File: src/rtl/isa_pkg.sv
// Shared ISA definitions for fetch, decode and execute.
// Field positions, opcodes and the combinational field decoder.
package isa_pkg;

  localparam int IW   = 24;
  localparam int NREG = 16;
  localparam int RW   = 4;

  localparam int OP_HI  = 23;
  localparam int OP_LO  = 20;
  localparam int RD_HI  = 19;
  localparam int RD_LO  = 16;
  localparam int RS1_HI = 15;
  localparam int RS1_LO = 12;
  localparam int RS2_HI = 11;
  localparam int RS2_LO = 8;
  localparam int IMM_HI = 7;
  localparam int IMM_LO = 0;

  localparam logic [3:0] OP_NOP   = 4'h0;
  localparam logic [3:0] OP_ADD   = 4'h1;
  localparam logic [3:0] OP_SUB   = 4'h2;
  localparam logic [3:0] OP_AND   = 4'h3;
  localparam logic [3:0] OP_OR    = 4'h4;
  localparam logic [3:0] OP_XOR   = 4'h5;
  localparam logic [3:0] OP_ADDI  = 4'h6;
  localparam logic [3:0] OP_LOAD  = 4'h7;
  localparam logic [3:0] OP_STORE = 4'h8;
  localparam logic [3:0] OP_BEQ   = 4'h9;
  localparam logic [3:0] OP_JMP   = 4'hA;
  localparam logic [3:0] OP_HALT  = 4'hF;

  typedef struct packed {
    logic [3:0]    opcode;
    logic [RW-1:0] rd;
    logic [RW-1:0] rs1;
    logic [RW-1:0] rs2;
    logic [15:0]   imm;
    logic          use_imm;
    logic          writes_rd;
    logic          illegal;
    logic          src1;
    logic          src2;
    logic          halt;
  } dec_t;

  function automatic dec_t decode(
    input logic [IW-1:0] w
  );
    dec_t d;
    logic wr;
    logic s1;
    logic s2;
    d = '0;
    wr = 1'b0;
    s1 = 1'b0;
    s2 = 1'b0;
    d.opcode = w[OP_HI:OP_LO];
    d.rd     = w[RD_HI:RD_LO];
    d.rs1    = w[RS1_HI:RS1_LO];
    d.rs2    = w[RS2_HI:RS2_LO];
    d.imm    = {{8{w[IMM_HI]}},
                w[IMM_HI:IMM_LO]};
    unique case (d.opcode)
      OP_ADD, OP_SUB, OP_AND,
      OP_OR, OP_XOR: begin
        wr = 1'b1;
        s1 = 1'b1;
        s2 = 1'b1;
      end
      OP_ADDI, OP_LOAD: begin
        wr = 1'b1;
        s1 = 1'b1;
        d.use_imm = 1'b1;
      end
      OP_STORE, OP_BEQ: begin
        s1 = 1'b1;
        s2 = 1'b1;
        d.use_imm = 1'b1;
      end
      OP_JMP: d.use_imm = 1'b1;
      OP_HALT: d.halt = 1'b1;
      OP_NOP: ;
      default: d.illegal = 1'b1;
    endcase
    // r0 is hardwired: never reserved, never a hazard
    d.writes_rd = wr && (d.rd != '0);
    d.src1 = s1 && (d.rs1 != '0);
    d.src2 = s2 && (d.rs2 != '0);
    return d;
  endfunction

endpackage

File: src/rtl/decode_unit_if.sv
// Fetch, execute and writeback signals around the decode stage.
// master drives stimulus side, slave is the decode stage.
interface decode_unit_if #(
  parameter int IW = isa_pkg::IW
) ();

  logic          instr_valid;
  logic [IW-1:0] instruction;
  logic          instr_ready;
  logic          exe_ready;
  logic          flush;
  logic          wb_valid;
  logic [3:0]    wb_rd;
  logic          dec_valid;
  logic [3:0]    dec_opcode;
  logic [3:0]    dec_rd;
  logic [3:0]    dec_rs1;
  logic [3:0]    dec_rs2;
  logic [15:0]   dec_imm;
  logic          dec_use_imm;
  logic          dec_writes_rd;
  logic          dec_illegal;
  logic          halted;

  modport master (
    output instr_valid,
    output instruction,
    output exe_ready,
    output flush,
    output wb_valid,
    output wb_rd,
    input  instr_ready,
    input  dec_valid,
    input  dec_opcode,
    input  dec_rd,
    input  dec_rs1,
    input  dec_rs2,
    input  dec_imm,
    input  dec_use_imm,
    input  dec_writes_rd,
    input  dec_illegal,
    input  halted
  );

  modport slave (
    input  instr_valid,
    input  instruction,
    input  exe_ready,
    input  flush,
    input  wb_valid,
    input  wb_rd,
    output instr_ready,
    output dec_valid,
    output dec_opcode,
    output dec_rd,
    output dec_rs1,
    output dec_rs2,
    output dec_imm,
    output dec_use_imm,
    output dec_writes_rd,
    output dec_illegal,
    output halted
  );

endinterface

File: src/rtl/decode_unit_scoreboard.sv
// Register busy bits: set on issue, cleared by writeback or flush.
// Queries see a same-cycle writeback as already complete.
module scoreboard #(
  parameter int NREG = 16,
  parameter int RW   = 4
) (
  input  logic          clk,
  input  logic          reset,
  input  logic          set_en,
  input  logic [RW-1:0] set_idx,
  input  logic          clr_en,
  input  logic [RW-1:0] clr_idx,
  input  logic          fl_en,
  input  logic [RW-1:0] fl_idx,
  input  logic [RW-1:0] q1_idx,
  input  logic [RW-1:0] q2_idx,
  output logic          q1_busy,
  output logic          q2_busy
);

  logic [NREG-1:0] busy;
  logic [NREG-1:0] set_m;
  logic [NREG-1:0] clr_m;
  logic [NREG-1:0] fl_m;

  always_comb begin
    set_m = '0;
    clr_m = '0;
    fl_m  = '0;
    if (set_en) set_m[set_idx] = 1'b1;
    if (clr_en) clr_m[clr_idx] = 1'b1;
    if (fl_en)  fl_m[fl_idx]   = 1'b1;
  end

  // a new reservation outranks a writeback to the same register
  always_ff @(posedge clk or posedge reset) begin
    if (reset) begin
      busy <= '0;
    end else begin
      busy <= (busy & ~clr_m & ~fl_m)
            | set_m;
    end
  end

  assign q1_busy = busy[q1_idx]
                 & ~clr_m[q1_idx];
  assign q2_busy = busy[q2_idx]
                 & ~clr_m[q2_idx];

endmodule

File: src/rtl/decode_unit.sv
// Decode stage: field split, RAW interlock and one output register.
// HALT latches a sticky stop; flush drops the held instruction.
module decode_unit
  import isa_pkg::*;
#(
  parameter int IW   = isa_pkg::IW,
  parameter int NREG = isa_pkg::NREG
) (
  input logic          clk,
  input logic          reset,
  decode_unit_if.slave bus
);

  logic [IW-1:0] word;
  dec_t          d;
  logic          b1;
  logic          b2;
  logic          hazard;
  logic          ready;
  logic          accept;

  logic        dv_q;
  logic [3:0]  op_q;
  logic [3:0]  rd_q;
  logic [3:0]  rs1_q;
  logic [3:0]  rs2_q;
  logic [15:0] imm_q;
  logic        ui_q;
  logic        wr_q;
  logic        ill_q;
  logic        hlt_q;

  assign word = bus.instruction;
  assign d    = decode(word);

  scoreboard #(
    .NREG (NREG),
    .RW   (RW)
  ) u_sb (
    .clk     (clk),
    .reset   (reset),
    .set_en  (accept && d.writes_rd),
    .set_idx (d.rd),
    .clr_en  (bus.wb_valid),
    .clr_idx (bus.wb_rd),
    .fl_en   (bus.flush && dv_q && wr_q),
    .fl_idx  (rd_q),
    .q1_idx  (d.rs1),
    .q2_idx  (d.rs2),
    .q1_busy (b1),
    .q2_busy (b2)
  );

  assign hazard = (d.src1 && b1)
               || (d.src2 && b2);

  assign ready = (!dv_q || bus.exe_ready)
              && !hazard
              && !hlt_q
              && !bus.flush;

  assign accept = bus.instr_valid && ready;

  always_ff @(posedge clk or posedge reset) begin
    if (reset) begin
      dv_q  <= 1'b0;
      op_q  <= '0;
      rd_q  <= '0;
      rs1_q <= '0;
      rs2_q <= '0;
      imm_q <= '0;
      ui_q  <= 1'b0;
      wr_q  <= 1'b0;
      ill_q <= 1'b0;
      hlt_q <= 1'b0;
    end else begin
      if (bus.flush) begin
        dv_q <= 1'b0;
      end else if (accept) begin
        dv_q  <= 1'b1;
        op_q  <= d.opcode;
        rd_q  <= d.rd;
        rs1_q <= d.rs1;
        rs2_q <= d.rs2;
        imm_q <= d.imm;
        ui_q  <= d.use_imm;
        wr_q  <= d.writes_rd;
        ill_q <= d.illegal;
      end else if (bus.exe_ready) begin
        dv_q <= 1'b0;
      end
      if (accept && d.halt) hlt_q <= 1'b1;
    end
  end

  assign bus.instr_ready   = ready;
  assign bus.dec_valid     = dv_q;
  assign bus.dec_opcode    = op_q;
  assign bus.dec_rd        = rd_q;
  assign bus.dec_rs1       = rs1_q;
  assign bus.dec_rs2       = rs2_q;
  assign bus.dec_imm       = imm_q;
  assign bus.dec_use_imm   = ui_q;
  assign bus.dec_writes_rd = wr_q;
  assign bus.dec_illegal   = ill_q;
  assign bus.halted        = hlt_q;

endmodule

File: src/flat_wrapper.sv
// flat-port wrapper written by rule: the top's interface ports become plain ports
module decode_unit_flat import isa_pkg::*;
#(
  parameter int IW   = isa_pkg::IW,
  parameter int NREG = isa_pkg::NREG
)
  (clk, reset, bus_instr_valid, bus_instruction, bus_exe_ready, bus_flush, bus_wb_valid, bus_wb_rd, bus_instr_ready, bus_dec_valid, bus_dec_opcode, bus_dec_rd, bus_dec_rs1, bus_dec_rs2, bus_dec_imm, bus_dec_use_imm, bus_dec_writes_rd, bus_dec_illegal, bus_halted);
  decode_unit_if #(.IW(IW)) bus_i ();
  input logic clk;
  input logic reset;
  input wire logic [$bits(bus_i.instr_valid)-1:0] bus_instr_valid;
  input wire logic [$bits(bus_i.instruction)-1:0] bus_instruction;
  input wire logic [$bits(bus_i.exe_ready)-1:0] bus_exe_ready;
  input wire logic [$bits(bus_i.flush)-1:0] bus_flush;
  input wire logic [$bits(bus_i.wb_valid)-1:0] bus_wb_valid;
  input wire logic [$bits(bus_i.wb_rd)-1:0] bus_wb_rd;
  output wire logic [$bits(bus_i.instr_ready)-1:0] bus_instr_ready;
  output wire logic [$bits(bus_i.dec_valid)-1:0] bus_dec_valid;
  output wire logic [$bits(bus_i.dec_opcode)-1:0] bus_dec_opcode;
  output wire logic [$bits(bus_i.dec_rd)-1:0] bus_dec_rd;
  output wire logic [$bits(bus_i.dec_rs1)-1:0] bus_dec_rs1;
  output wire logic [$bits(bus_i.dec_rs2)-1:0] bus_dec_rs2;
  output wire logic [$bits(bus_i.dec_imm)-1:0] bus_dec_imm;
  output wire logic [$bits(bus_i.dec_use_imm)-1:0] bus_dec_use_imm;
  output wire logic [$bits(bus_i.dec_writes_rd)-1:0] bus_dec_writes_rd;
  output wire logic [$bits(bus_i.dec_illegal)-1:0] bus_dec_illegal;
  output wire logic [$bits(bus_i.halted)-1:0] bus_halted;
  assign bus_i.instr_valid = bus_instr_valid;
  assign bus_i.instruction = bus_instruction;
  assign bus_i.exe_ready = bus_exe_ready;
  assign bus_i.flush = bus_flush;
  assign bus_i.wb_valid = bus_wb_valid;
  assign bus_i.wb_rd = bus_wb_rd;
  assign bus_instr_ready = bus_i.instr_ready;
  assign bus_dec_valid = bus_i.dec_valid;
  assign bus_dec_opcode = bus_i.dec_opcode;
  assign bus_dec_rd = bus_i.dec_rd;
  assign bus_dec_rs1 = bus_i.dec_rs1;
  assign bus_dec_rs2 = bus_i.dec_rs2;
  assign bus_dec_imm = bus_i.dec_imm;
  assign bus_dec_use_imm = bus_i.dec_use_imm;
  assign bus_dec_writes_rd = bus_i.dec_writes_rd;
  assign bus_dec_illegal = bus_i.dec_illegal;
  assign bus_halted = bus_i.halted;
  decode_unit #(.IW(IW), .NREG(NREG)) u_core (.clk(clk), .reset(reset), .bus(bus_i));
endmodule
File: config.mk
export PLATFORM = sky130hd
export DESIGN_NAME = decode_unit_flat
export DESIGN_NICKNAME = d
export VERILOG_FILES = /design/src/rtl/isa_pkg.sv /design/src/rtl/decode_unit_if.sv /design/src/rtl/decode_unit_scoreboard.sv /design/src/rtl/decode_unit.sv /design/src/flat_wrapper.sv
export SDC_FILE = /design/constraint.sdc
export NUM_CORES = 1
export LEC_CHECK = 0
export ABC_AREA = 1
export CAP_MARGIN = 25
export CORE_ASPECT_RATIO = 0.8
export CORE_MARGIN = 2
export CORE_UTILIZATION = 55
export DETAILED_ROUTE_END_ITERATION = 8
export PLACE_DENSITY_LB_ADDON = 0.12
export SYNTH_ARGS = -nofsm -noshare
export SYNTH_HDL_FRONTEND = slang
export SYNTH_HIERARCHICAL = 1
export SYNTH_SLANG_ARGS = --single-unit
File: constraint.sdc
create_clock -name clk -period 6.55 [get_ports clk]
set_input_delay 1.965 -clock clk [delete_from_list [all_inputs] [get_ports clk]]
set_output_delay 1.965 -clock clk [all_outputs]
set_load 0.02 [all_outputs]
==> summary.txt <==
Place
  – Hpwl dp: 7.00 mm
  – RePlAce Congestion: 0.972
  – PortBufs: 71

Global routing
  – Final global-route overflow total: 0
  – Global Route met1 Usage: 46.7%
  – Initial antenna violation count: 0
  – Tot GR Track Use: 31.3%
  – Largest net degree at the start of global routing: 30
  – Number of global-route vias before repair: 3216
  – First-pass GRT wire length: 15.5 mm
  – Met2 Track Usage GR: 48.2%
  – GR peak layer: met2
  – Grt met3 use: 6.07%

Clocking
  – Clk slew on worst S/H paths: 0.09 ns
  – CTS max path bufs: 2
  – Clock sinks: 45
  – Post-CTS Setup Inserts: 0
  – CTS tree: built
  – Worst-Skew Late Latency: 0.30 ns
  – Root buffer cell: clkbuf_8
  – Cts bufs inserted: 5
  – Hold buffers post-CTS: 0
  – H-tree Lvls: 2

Logic synthesis
  – Yosys top cell area share: 36.5%
  – Mapped Nets: 504
  – Ys flop type: dfrtp_1
  – Largest area contributor in the netlist: dfrtp_1
  – EDFF count, synth: 0
  – Asr flop ratio synth: 100%
  – Netlist cell types: 28
  – Synth area leaders: dfrtp_1 37%, nand2_1 20%, nand3_1 7.3%
  – Count leader, synth: nand2_1
  – Avg Inst Size Synth: 6.56 µm²
  – Part of the Yosys area used for sequential elements: 36.5%
  – Synth cell count leaders: 164 x nand2_1, 53 x nor2_1, 45 x dfrtp_1, 45 x nand3_1, 43 x inv_1
  – Post-synthesis cell area: 3080 µm²
  – Yosys warns: 6
  – Synthesized flop and latch total: 45
  – Synthesized instance count: 470

STA
  – Worst-margin pin slew: 0.610 ns
  – Period utilization: 94.2%
  – Pins Over Slew Limit: 0
  – Clk_skew: 0.00469 ns
  – Final-report hold violation count: 0
  – Final Setup Violations: 0
  – Fmax: 162 MHz
  – Slew HR: 59.3%
  – WHS: 0.473 ns
  – RSZ-0062 raised after global routing: false
  – Final worst path period need: 6.17 ns

Route
  – Final WL: 9.34 mm
  – Detail Route Antenna Nets: 0
  – WL/cell: 15.1 µm
  – Detailed-route DRC error count: 0
  – Via count: 3453
  – DRT iter0 DRCs: 448
  – Initial DRT Pass Iterations: 5
  – Via density: 5.58

Floorplan
  – I/O pins: 72
  – Num rows: 24
  – Die Footprint: 6220 µm²
  – Overall die width: 87.7 µm
  – Die outline height: 71.0 µm
  – Core ar.: 5440 µm²
  – Starting Density: 56.7%

Finish
  – Fraction of layout cells with a size suffix above 1: 6.84%
  – Final net count: 574
  – Area grow syn2layout: 29.5%
  – Post-layout util: 73.5%
  – Antenna cells: 0

Critical path
  – Signal arrival time at the worst endpoint: 4.21 ns
  – Worst setup SP type: primary input
  – Critical path class: primary input to primary output
  – Worst Setup End Kind: primary output
  – Worst EP required: 4.59 ns
  – CP Max Fanout: 5

Power
  – Sw Ratio: 30.0%
  – Power per cell area: 151 nW/µm²
  – Internal: 422 µW
  – Clock network power share: 30.5%
  – Comb pwr share: 22.0%
  – Sequential Power Share: 47.5%
  – Lkg Pwr: 0.00199 µW
  – P_sw: 181 µW
  – Maximum VDD drop: 130 µV

Run status
  – Status: completed

Flow run
  – Maxcap violations: 0

Worst hold path
  – Worst Hold Class: flop to flop
## final timing paths
| kind | from | to | slack (ns) | cells past startpoint |
|---|---|---|---|---|
| worst max-delay path | bus_wb_rd[3] | bus_instr_ready | 0.38 | 15 |
| worst min-delay path | u_core/bus.dec_use_imm | u_core/bus.dec_use_imm | 0.47 | 2 |
| worst max register to register | u_core/u_sb/busy[9] | u_core/bus.dec_rd[0] | 3.99 | 15 |
| worst min register to register | u_core/bus.dec_use_imm | u_core/bus.dec_use_imm | 0.47 | 2 |
| max in group asynchronous | reset | u_core/u_sb/busy[8] | 4.10 | 2 |
| min in group asynchronous | reset | u_core/bus.dec_rd[0] | 1.99 | 2 |
## power groups by stage
stage / sequential, µW / clock (µW) / combinational, µW
after floorplan: 298 / 0 / 64.5
after global placement: 292 / 0 / 126
after detailed placement: 293 / 0 / 130
after CTS: 287 / 188 / 131
after global routing: 288 / 198 / 145
final: 287 / 184 / 133
## metal layers
metal	wire length (µm)	share of wire [%]
met3	901	9.6
met1	4170	45
met2	4210	45
met4	55	0.59
met5	0	0
## placed cells by master, fill, tap and decap left out, types with 3 or more instances in the layout
cell / instances
o211ai_1: 11
inv_1: 43
a21oi_1: 4
nand4_1: 30
clkbuf_8: 6
o22ai_1: 11
nand2_2: 3
nor2_1: 52
buf_4: 18
nor2_2: 3
clkdlybuf4s50_1: 70
nand2_1: 164
nand3_1: 45
o21ai_0: 19
dfrtp_1: 45
## stage by stage
step                      std cells  TNS (ns)  setup WS (ns)  power, µW  area (µm²)
after floorplan                 470         0           1.20        362        3080
after global placement          610         0         0.0174        419        3860
after detailed placement        611   -0.0122        -0.0122        423        3890
after CTS                       619         0         0.0486        606        3990
after global routing            619         0          0.264        632        3990
final                           619         0          0.377        604        3990
## critical path, cell delays in order
cell and delay (ns):
clkdlybuf4s50_1 0.58, nand3_1 0.19, nor2_2 0.25, nand2_1 0.09, nand2_1 0.07, nand2_1 0.05, nand2_1 0.08, nand2_1 0.05
nand3_1 0.10, nand2_1 0.06, a21boi_0 0.16, nand2_1 0.11, nand2_1 0.05, nor2_1 0.15, dlymetal6s2s_1 0.25
## cell type report
type / instances / area, µm²
Multi-Input combinational cell: 354 / 1630
Timing Repair Buffer: 90 / 876
Tap cell: 78 / 97.6
Clock buffer: 6 / 82.6
Fill cell: 453 / 1440
Inverter: 44 / 165
Sequential cell: 45 / 1130
Clock inverter: 2 / 13.8
## kinds of logic after synthesis
group | after synthesis | synth area share (%)
simple gates | 302 | 42.3
flops | 45 | 36.5
compound gates | 52 | 10.6
buf+inv | 71 | 10.6
## registers in the layout, indices dropped and copies added, names as in the netlist, 4 cells and up
register / count
u_core/bus.dec_rs1: 4
u_core/bus.dec_opcode: 4
u_core/u_sb/busy: 16
u_core/bus.dec_imm: 8
u_core/bus.dec_rd: 4
u_core/bus.dec_rs2: 4
## repair_timing
item,CTS,global route
setup endpoints to repair,1,1
pin swaps,0,0
gates resized for setup,1,1
No activity file was read; power rests on OpenSTA's default activity.
